`src/rtl/sr_latch_driver.sv`:
```
// sr_latch_driver: command sequencer sitting directly upstream of an SR latch.
// Takes commands over a valid/ready handshake. It drives the latch S/R levels,
// the async nP/nR forces and the gated latch clock LC. After a settle window it
// reads Q/Qbar back and reports completion with DONE/ERR/QS.
//
// Ports
//   C          system clock, rising edge
//   RST        synchronous reset, active-high
//   CMD        000 HOLD, 001 SET, 010 CLR, 011 PRESET, 100 FCLR, 101-111 illegal
//   CMD_VALID  CMD is valid
//   CMD_READY  idle, accepting CMD
//   Q, Qbar    latch read-back
//   S, R       latch set/reset levels
//   nP, nR     latch async preset/reset, active-low
//   LC         latch clock, 1 = transparent
//   DONE       one-cycle completion pulse
//   ERR        error status of the last completed command
//   QS         Q sampled at the last completing check
//
// Build option: define SR_DRV_RETRY_EN to re-run a failed legal command once
// before reporting. Without it, a failure is reported at the first check.
module sr_latch_driver #(
  parameter int unsigned SETTLE_CYC = 2,
  parameter int unsigned CNT_W      = 4
) (
  input  logic       C,
  input  logic       RST,
  input  logic [2:0] CMD,
  input  logic       CMD_VALID,
  output logic       CMD_READY,
  input  logic       Q,
  input  logic       Qbar,
  output logic       S,
  output logic       R,
  output logic       nP,
  output logic       nR,
  output logic       LC,
  output logic       DONE,
  output logic       ERR,
  output logic       QS
);

`ifdef SR_DRV_RETRY_EN
  localparam bit RETRY = 1'b1;
`else
  localparam bit RETRY = 1'b0;
`endif

  localparam logic [CNT_W-1:0] SETTLE_LOAD = CNT_W'(SETTLE_CYC - 1);

  typedef enum logic [2:0] {
    ST_IDLE,
    ST_SETUP,
    ST_PULSE,
    ST_SETTLE,
    ST_CHECK,
    ST_REJECT
  } state_e;

  typedef enum logic [2:0] {
    CMD_HOLD   = 3'd0,
    CMD_SET    = 3'd1,
    CMD_CLR    = 3'd2,
    CMD_PRESET = 3'd3,
    CMD_FCLR   = 3'd4
  } cmd_e;

  state_e           state_q, state_d;
  cmd_e             cmd_q, cmd_d;
  logic [CNT_W-1:0] cnt_q, cnt_d;
  logic             retry_q, retry_d;    // first check failed, second attempt pending
  logic             second_q, second_d;  // currently running the second attempt

  logic ready_q, ready_d;
  logic s_q, s_d;
  logic r_q, r_d;
  logic np_q, np_d;
  logic nr_q, nr_d;
  logic lc_q, lc_d;
  logic done_q, done_d;
  logic err_q, err_d;
  logic qs_q, qs_d;

  logic accept;
  logic cmd_legal;
  logic exp_q;
  logic latch_ok;
  logic final_check;
  cmd_e cmd_eff;

  assign accept    = CMD_VALID && ready_q;
  assign cmd_legal = (CMD <= 3'd4);

  // Outputs are registered from the next state, so the levels for SETUP must
  // come from the incoming CMD on the accepting edge.
  assign cmd_eff = (state_q == ST_IDLE) ? cmd_e'(CMD) : cmd_q;

  always_comb begin
    case (cmd_q)
      CMD_SET, CMD_PRESET: exp_q = 1'b1;
      CMD_CLR, CMD_FCLR:   exp_q = 1'b0;
      default:             exp_q = qs_q;
    endcase
  end

  // Complementary read-back that matches the expected level.
  assign latch_ok = (Q ^ Qbar) && (Q == exp_q);

  always_comb begin
    state_d  = state_q;
    cmd_d    = cmd_q;
    cnt_d    = cnt_q;
    retry_d  = retry_q;
    second_d = second_q;
    case (state_q)
      ST_IDLE: begin
        if (accept) begin
          retry_d  = 1'b0;
          second_d = 1'b0;
          if (cmd_legal) begin
            cmd_d   = cmd_e'(CMD);
            state_d = ST_SETUP;
          end else begin
            state_d = ST_REJECT;
          end
        end
      end
      ST_SETUP: state_d = ST_PULSE;
      ST_PULSE: begin
        state_d = ST_SETTLE;
        cnt_d   = SETTLE_LOAD;
      end
      ST_SETTLE: begin
        if (cnt_q == '0) begin
          state_d = ST_CHECK;
          retry_d = RETRY && !latch_ok && !second_q;
        end else begin
          cnt_d = cnt_q - CNT_W'(1);
        end
      end
      ST_CHECK: begin
        if (retry_q) begin
          state_d  = ST_SETUP;
          second_d = 1'b1;
          retry_d  = 1'b0;
        end else begin
          state_d = ST_IDLE;
        end
      end
      ST_REJECT: state_d = ST_IDLE;
      default:   state_d = ST_IDLE;
    endcase
  end

  // Q is sampled on the edge entering CHECK. A check that triggers a retry
  // leaves QS untouched, so a retried HOLD still compares against the old QS.
  assign final_check = (state_q == ST_SETTLE) && (state_d == ST_CHECK) && !retry_d;

  always_comb begin
    s_d     = 1'b0;
    r_d     = 1'b0;
    np_d    = 1'b1;
    nr_d    = 1'b1;
    lc_d    = 1'b0;
    ready_d = (state_d == ST_IDLE);
    done_d  = 1'b0;
    err_d   = err_q;
    qs_d    = qs_q;
    if (state_d inside {ST_SETUP, ST_PULSE, ST_SETTLE}) begin
      s_d  = (cmd_eff == CMD_SET);
      r_d  = (cmd_eff == CMD_CLR);
      np_d = (cmd_eff != CMD_PRESET);
      nr_d = (cmd_eff != CMD_FCLR);
      lc_d = (state_d == ST_PULSE) && (cmd_eff inside {CMD_HOLD, CMD_SET, CMD_CLR});
    end
    if (final_check) begin
      done_d = 1'b1;
      err_d  = !latch_ok;
      qs_d   = Q;
    end else if (state_d == ST_REJECT) begin
      done_d = 1'b1;
      err_d  = 1'b1;
    end
  end

  always_ff @(posedge C) begin
    if (RST) begin
      state_q  <= ST_IDLE;
      cmd_q    <= CMD_HOLD;
      cnt_q    <= '0;
      retry_q  <= 1'b0;
      second_q <= 1'b0;
      ready_q  <= 1'b0;
      s_q      <= 1'b0;
      r_q      <= 1'b0;
      np_q     <= 1'b1;
      nr_q     <= 1'b1;
      lc_q     <= 1'b0;
      done_q   <= 1'b0;
      err_q    <= 1'b0;
      qs_q     <= 1'b0;
    end else begin
      state_q  <= state_d;
      cmd_q    <= cmd_d;
      cnt_q    <= cnt_d;
      retry_q  <= retry_d;
      second_q <= second_d;
      ready_q  <= ready_d;
      s_q      <= s_d;
      r_q      <= r_d;
      np_q     <= np_d;
      nr_q     <= nr_d;
      lc_q     <= lc_d;
      done_q   <= done_d;
      err_q    <= err_d;
      qs_q     <= qs_d;
    end
  end

  assign CMD_READY = ready_q;
  assign S         = s_q;
  assign R         = r_q;
  assign nP        = np_q;
  assign nR        = nr_q;
  assign LC        = lc_q;
  assign DONE      = done_q;
  assign ERR       = err_q;
  assign QS        = qs_q;

endmodule

```
`config.mk`:
```
export PLATFORM = sky130hd
export DESIGN_NAME = sr_latch_driver
export DESIGN_NICKNAME = d
export VERILOG_FILES = /design/src/rtl/sr_latch_driver.sv
export SDC_FILE = /design/constraint.sdc
export NUM_CORES = 1
export LEC_CHECK = 0
export ABC_CLOCK_PERIOD_IN_PS = 3980
export CAP_MARGIN = 0
export CORE_MARGIN = 1.5
export CORE_UTILIZATION = 40
export DETAILED_ROUTE_END_ITERATION = 8
export GPL_TIMING_DRIVEN = 1
export PLACE_DENSITY = 0.7
export SKIP_LAST_GASP = 1
export SLEW_MARGIN = 20
export SYNTH_ARGS = -nofsm -noshare
export SYNTH_HDL_FRONTEND = slang
export SYNTH_SLANG_ARGS = --single-unit
```
`constraint.sdc`:
```
create_clock -name C -period 3.98 [get_ports C]
set_clock_uncertainty 0.2 [all_clocks]
set_input_delay 0.597 -clock C [delete_from_list [all_inputs] [get_ports C]]
set_output_delay 0.597 -clock C [all_outputs]
set_load 0.01 [all_outputs]
```
==> metrics.log, run 1 <==
[metrics] cells resized by post-CTS repair: 0
[metrics] number of antenna violations at the first check in global routing: 0
[metrics] Setup TNS: 0 ns
[metrics] Critical Path Start Type: input pin
[metrics] clock insertion delay at the later pin of the skew report: 0.30 ns
[metrics] flop and latch count out of synthesis: 20
[metrics] data required time of the worst path: 3.97 ns
[metrics] number of hold violations in the final report: 0
[metrics] number of nets at the end of the flow: 135
[metrics] slew at the pin closest to its max-slew limit: 0.683 ns
[metrics] detail-routed via count per cell: 5.44
[metrics] CP endpoint kind: flop
[metrics] number of design-rule violations left by the first detailed-router iteration: 8
[metrics] detail-routed net length per standard cell: 13.1 um
[metrics] share of layout cells above drive strength 1: 0.161
[metrics] WP data arrival: 2.09 ns
[metrics] maximum frequency from static timing analysis: 476 MHz
[metrics] Setup Slack @ Placement: 1.54 ns
[metrics] Hold Path Class: flop to flop
[metrics] estimated wirelength of the detail-placed design: 1540 um
[metrics] average size of a mapped cell: 9.80 um^2
[metrics] area of combinational cells with multiple inputs: 608 um^2
[metrics] post-route setup slack: 1.88 ns
[metrics] clock slew at the register clock pins of the worst setup and hold paths: 0.11 ns
[metrics] clock root buffer master: sky130_fd_sc_hd__clkbuf_4
[metrics] Chip Height: 54.0 um
[metrics] fillers: 232
[metrics] maximum number of pins on one net before global-route repair: 16
[metrics] Final Cycle Share: 0.527
[metrics] remaining global-route overflow: 0
[metrics] number of post-CTS setup repair buffers: 0
[metrics] worst rel slew slack: 0.543
[metrics] outcome: complete, no violations
[metrics] Buffers on Ports: 16
[metrics] first-pass GRT wire length: 3350 um
[metrics] core area: 0.00248 mm^2
[metrics] max_cap viols: 0
[metrics] total area of sequential cells: 400 um^2
[metrics] kind of critical path: input pin to flop
[metrics] total power: 452 uW
[metrics] total iterations of the first detailed-routing run: 4
[metrics] CTS tree: done
[metrics] floorplan die width: 54.0 um
[metrics] cell area after synthesis: 0.00104 mm^2
[metrics] post-synth net total: 116
[metrics] clock period minus final worst setup slack: 2.10 ns
[metrics] Post-DRT Antenna Nets: 0
[metrics] I/O pin count: 17
[metrics] RSZ-0062 raised after global routing: no
[metrics] pins over their slew limit: 0
[metrics] vias post-DR: 837
[metrics] maximum level of the CTS H-tree: 1
[metrics] post-synthesis cell type count: 45
[metrics] number of cells after detailed placement: 150
[metrics] Cells after Synth: 106
[metrics] total track usage: 0.161
[metrics] number of global-route vias before repair: 745
[metrics] remaining routing DRC violations: 0
[metrics] effective utilization at floorplan: 0.419
[metrics] WL final: 2010 um
[metrics] leak pwr: 0.000440 uW
[metrics] IR Drop Worst-Case VDD: 0.000301 V
[metrics] Clock Path Buffers: 2
[metrics] Layout area overhead: 21.1%
[metrics] largest fanout of any net on the critical path: 15
[metrics] final setup violation count: 0
[metrics] sequential-to-total area share from yosys stat: 0.386
[metrics] Cell Pwr Density: 360 mW/mm^2
[metrics] Final Cell Area: 0.00126 mm^2
[metrics] final weighted congestion in routability-driven placement: 0.739
[metrics] count of placed standard cells in the final layout, fillers left out: 154
[metrics] number of hold buffers added after CTS: 0
[metrics] ANT cells: 0
[metrics] total clock sinks: 20
[metrics] die area: 0.00291 mm^2
[metrics] area of placed instances: 0.00122 mm^2
[metrics] cts bufs inserted: 3
[metrics] row count: 18
[metrics] Synth warnings: 0
[Yosys cell counts, drive strengths merged]
library cell / n / area share
a2111oi: 3 / 0.055
a211oi: 2 / 0.019
a21boi: 1 / 0.0072
a21o: 1 / 0.0084
a21oi: 9 / 0.043
a31oi: 2 / 0.027
and2: 1 / 0.0084
and2b: 2 / 0.016
and3: 2 / 0.012
and4: 1 / 0.0084
and4bb: 2 / 0.024
buf: 1 / 0.011
clkbuf: 1 / 0.0036
dfxtp: 20 / 0.39
ha: 2 / 0.024
inv: 4 / 0.014
mux2i: 2 / 0.019
nand2: 4 / 0.014
nand2b: 3 / 0.018
nand3: 2 / 0.0096
nand3b: 6 / 0.043
nand4b: 1 / 0.0084
nor2: 15 / 0.070
nor2b: 2 / 0.014
nor3: 3 / 0.024
nor4: 1 / 0.0060
nor4b: 2 / 0.023
o211ai: 1 / 0.0072
o21a: 1 / 0.0072
o21ai: 3 / 0.014
o221ai: 1 / 0.0084
o22a: 1 / 0.0084
o311a: 1 / 0.0096
o31ai: 1 / 0.0072
or3: 1 / 0.011
or3b: 1 / 0.0084
[worst paths after layout]
check	end	from	slack [ns]	depth (start not counted)
min reg2reg	retry_q$_SDFF_PP0_	retry_q$_SDFF_PP0_	0.25	1
min	retry_q$_SDFF_PP0_	retry_q$_SDFF_PP0_	0.25	1
max	nP$_SDFF_PP1_	RST	1.88	4
max reg2reg	nP$_SDFF_PP1_	cnt_q[0]$_SDFFE_PP0P_	1.95	6
[kinds of logic after synthesis]
logic type,count (synthesis),synth area share
AO/OA/AOI/OAI,27,0.223
adder cells (fa/ha/maj),2,0.0241
buffers and inverters,6,0.0289
flip-flops,20,0.386
multiplexers,2,0.0193
AND/OR/NAND/NOR,49,0.319
[registers in the layout, indices dropped and copies added (netlist names)]
register	cells
cnt_q	4
nP	1
retry_q	1
cmd_q	3
QS	1
nR	1
CMD_READY	1
DONE	1
S	1
ERR	1
LC	1
state_q	3
R	1
[layout by cell type (no fill, tap or decap), drive strengths merged, types with 3 or more instances in the layout]
cell type | Yosys | final
o21ai | 3 | 3
nand3b | 6 | 6
clkdlybuf4s50 | 0 | 16
a2111oi | 3 | 3
a21oi | 9 | 9
nor2 | 15 | 15
nand2 | 4 | 4
dfxtp | 20 | 20
nand2b | 3 | 3
inv | 4 | 4
clkbuf | 1 | 4
nor3 | 3 | 3
[metrics by stage]
| stage | hold slack (ns) | util |
|---|---|---|
| floorplan | 0.228 | - |
| global placement | 0.239 | 0.493 |
| detailed placement | 0.238 | 0.493 |
| CTS | 0.251 | 0.508 |
| global route | 0.259 | 0.508 |
| finish | 0.248 | 0.508 |
[cell type report]
cell class / instances / area share
timing repair buffer: 16 / 0.127
clock buffer: 4 / 0.0289
inverter: 4 / 0.0119
tap: 30 / 0.0299
sequential: 20 / 0.318
multi-input combinational: 80 / 0.484
[worst max-delay path, cell delays in order]
cell and delay, ns:
sky130_fd_sc_hd__clkdlybuf4s50_1 0.75, sky130_fd_sc_hd__a21oi_1 0.38, sky130_fd_sc_hd__o211ai_1 0.18, sky130_fd_sc_hd__nand2b_1 0.18
[layer usage]
layer / track usage / vias to the layer above / part of all wire
li1: - / 433 / -
met1: 0.213 / 389 / 0.49
met2: 0.256 / 13 / 0.46
met3: 0.0583 / 2 / 0.041
met4: 0.0256 / 0 / 0.0075
met5: 0 / - / 0
[report_power, final]
group          internal (uW)  switching, uW  leakage [uW]
clock network           55.8           59.5     0.0000210
registers                212           13.9      0.000162
logic                   52.0           59.5      0.000257
total                    319            133      0.000440
(Power assumes the default switching activity.)
==> run 2, diff against run 1 <==
Settings changed: ABC_CLOCK_PERIOD_IN_PS 3980 to 2200.
Clock period 3.98 ns to 2.2 ns, I/O delays scaled along.
==> metrics.log, run 2 (synthesized netlist as in run 1, its figures left out) <==
[metrics] outcome: complete, no violations
[metrics] slew at the pin closest to its max-slew limit: 0.452 ns (-0.231 ns)
[metrics] area of placed instances: 0.00124 mm^2 (+1.8%)
[metrics] endpoint of the worst-slack reg-to-reg timing path: nP$_SDFF_PP1_
[metrics] RSZ-0062 raised after global routing: no
[metrics] total track usage: 0.162 (+0.00107)
[metrics] first-pass GRT wire length: 3330 um (-0.63%)
[metrics] CTS tree: done
[metrics] floorplan die width: 54.0 um (unchanged)
[metrics] worst hold margin: 0.255 ns (+0.00637 ns)
[metrics] WP data arrival: 1.97 ns (-0.12 ns)
[metrics] part of the power in combinational logic: 0.265 (+0.018)
[metrics] clock period minus final worst setup slack: 1.98 ns
[metrics] ANT cells: 0 (unchanged)
[metrics] I/O pin count: 17 (unchanged)
[metrics] Critical Path Start Type: flop
[metrics] vias post-DR: 831 (-0.72%)
[metrics] fillers: 234 (+0.86%)
[metrics] Post-DRT Antenna Nets: 0 (unchanged)
[metrics] largest fanout of any net on the critical path: 5 (-10)
[metrics] maximum number of pins on one net before global-route repair: 11 (-5)
[metrics] number of flip-flops in the largest register: 4 (unchanged)
[metrics] number of hold buffers added after CTS: 0 (unchanged)
[metrics] FF-to-FF Start: cnt_q[0]$_SDFFE_PP0P_
[metrics] Clock Path Buffers: 2 (unchanged)
[metrics] worst rel slew slack: 0.697 (+0.154)
[metrics] clock root buffer master: sky130_fd_sc_hd__clkbuf_4
[metrics] number of post-CTS setup repair buffers: 0 (unchanged)
[metrics] kind of critical path: flop to flop
[metrics] number of design-rule violations left by the first detailed-router iteration: 10 (+2)
[metrics] core area: 0.00248 mm^2 (unchanged)
[metrics] number of global-route vias before repair: 753 (+1.1%)
[metrics] Buffers on Ports: 16 (unchanged)
[metrics] clock insertion delay at the later pin of the skew report: 0.29 ns (about the same)
[metrics] Final Cycle Share: 0.900
[metrics] switching part of the total: 0.304 (+0.00984)
[metrics] registers with the most flip-flops: cnt_q: 4 flops, cmd_q: 3 flops, state_q: 3 flops
[metrics] Internal Power: 546 uW (+71%)
[metrics] post-route setup slack: 0.220 ns (-1.66 ns)
[metrics] Hold Path Class: flop to flop
[metrics] total clock sinks: 20 (unchanged)
[metrics] estimated wirelength of the detail-placed design: 1590 um (+3.4%)
[metrics] number of hold violations in the final report: 0 (unchanged)
[metrics] number of stages on the worst hold path: 1 (unchanged)
[metrics] commonest cells after routing, fill and taps aside: sky130_fd_sc_hd__dfxtp_1, sky130_fd_sc_hd__clkdlybuf4s50_1, sky130_fd_sc_hd__nor2_1
[metrics] Layout area overhead: 21.9%
[metrics] depth of the worst register-to-register path: 6 (unchanged)
[metrics] Setup Slack @ Placement: 0.223 ns (-1.32 ns)
[metrics] maximum frequency from static timing analysis: 505 MHz
[metrics] remaining global-route overflow: 0 (unchanged)
[metrics] sequential fraction of design power: 0.519 (+0.020)
[metrics] IR Drop Worst-Case VDD: 0.000356 V (+18%)
[metrics] data required time of the worst path: 2.19 ns (-1.78 ns)
[metrics] capture point of the critical path: nP$_SDFF_PP1_
[metrics] Final Cell Area: 0.00127 mm^2 (+0.70%)
[metrics] clock power share: 0.216 (-0.039)
[metrics] cts bufs inserted: 3 (unchanged)
[metrics] top register by number of flip-flops: cnt_q
[metrics] WL final: 2050 um (+2.1%)
[metrics] Chip Height: 54.0 um (unchanged)
[metrics] remaining routing DRC violations: 0 (unchanged)
[metrics] maximum level of the CTS H-tree: 1 (unchanged)
[metrics] leak pwr: 0.000448 uW (+1.7%)
[metrics] final weighted congestion in routability-driven placement: 0.755 (+2.2%)
[metrics] effective utilization at floorplan: 0.419 (unchanged)
[metrics] total iterations of the first detailed-routing run: 4 (unchanged)
[metrics] number of antenna violations at the first check in global routing: 0 (unchanged)
[metrics] die area: 0.00291 mm^2 (unchanged)
[metrics] pins over their slew limit: 0 (unchanged)
[metrics] Net Switching: 238 uW (+79%)
[metrics] clock slew at the register clock pins of the worst setup and hold paths: 0.11 ns (about the same)
[metrics] final setup violation count: 0 (unchanged)
[metrics] max_cap viols: 0 (unchanged)
[metrics] setup slack of the worst register-to-register path: 0.22 ns (-1.73 ns)
[metrics] total power: 784 uW (+73%)
[metrics] detail-routed net length per standard cell: 13.2 um (+0.78%)
[metrics] number of nets at the end of the flow: 138 (+2.2%)
[metrics] Setup crit start: cnt_q[0]$_SDFFE_PP0P_
[metrics] cells resized by post-CTS repair: 0 (unchanged)
[metrics] Cell Pwr Density: 619 mW/mm^2 (+72%)
[metrics] detail-routed via count per cell: 5.33 (-2.0%)
[metrics] CP endpoint kind: flop
[metrics] share of layout cells above drive strength 1: 0.175 (+0.0133)
[metrics] Setup TNS: 0 ns (unchanged)
[metrics] row count: 18 (unchanged)
[metrics] most common cell after layout, fill and taps aside: sky130_fd_sc_hd__dfxtp_1
==> run 2: area by class of cell <==
type,instances,area [um^2],share of cell area
clock buffers,3,22.5,0.0178
inverters,4,15.0,0.0119
multi-input cells,80,608,0.480
flip-flops and latches,20,400,0.316
well taps,30,37.5,0.0296
repair buffers,19,183,0.144
==> run 2: worst max-delay path, stage by stage (launching register included) <==
cell                       delay (ns)
sky130_fd_sc_hd__dfxtp_1         0.40
sky130_fd_sc_hd__inv_1           0.09
sky130_fd_sc_hd__ha_1            0.21
sky130_fd_sc_hd__and4bb_2        0.26
sky130_fd_sc_hd__a211oi_2        0.34
sky130_fd_sc_hd__o211ai_1        0.19
sky130_fd_sc_hd__nand2b_1        0.18
==> run 2: metal layers <==
| layer | track usage | up-vias | wire length (um) | part of all wire |
|---|---|---|---|---|
| li1 | - | 435 | - | - |
| met5 | 0 | - | 0 | 0 |
| met4 | 0.0940 | 0 | 19 | 0.0093 |
| met3 | 0.0389 | 2 | 76 | 0.037 |
| met2 | 0.242 | 14 | 937 | 0.46 |
| met1 | 0.212 | 380 | 1020 | 0.50 |
==> run 2: power by group through the flow <==
stage | clock (uW) | sequential, uW | combinational, uW
3_5_place_dp | 0 | 415 | 208
3_3_place_gp | 0 | 413 | 204
5_1_grt | 188 | 410 | 227
2_1_floorplan | 0 | 412 | 141
4_1_cts | 176 | 407 | 209
6_report | 170 | 407 | 207
==> run 2: worst min-delay path by stage <==
stage                       start                  to  slack [ns]
2_1_floorplan                 RST    ERR$_SDFFE_PP0P_        0.19
3_3_place_gp   retry_q$_SDFF_PP0_  retry_q$_SDFF_PP0_        0.24
3_5_place_dp   retry_q$_SDFF_PP0_  retry_q$_SDFF_PP0_        0.24
4_1_cts        retry_q$_SDFF_PP0_  retry_q$_SDFF_PP0_        0.26
5_1_grt        retry_q$_SDFF_PP0_  retry_q$_SDFF_PP0_        0.27
6_report       retry_q$_SDFF_PP0_  retry_q$_SDFF_PP0_        0.25
==> run 2: through the flow <==
stage,utilization,cells
6_report,0.511,156
4_1_cts,0.511,156
2_1_floorplan,-,106
3_3_place_gp,0.502,153
5_1_grt,0.511,156
3_5_place_dp,0.502,153
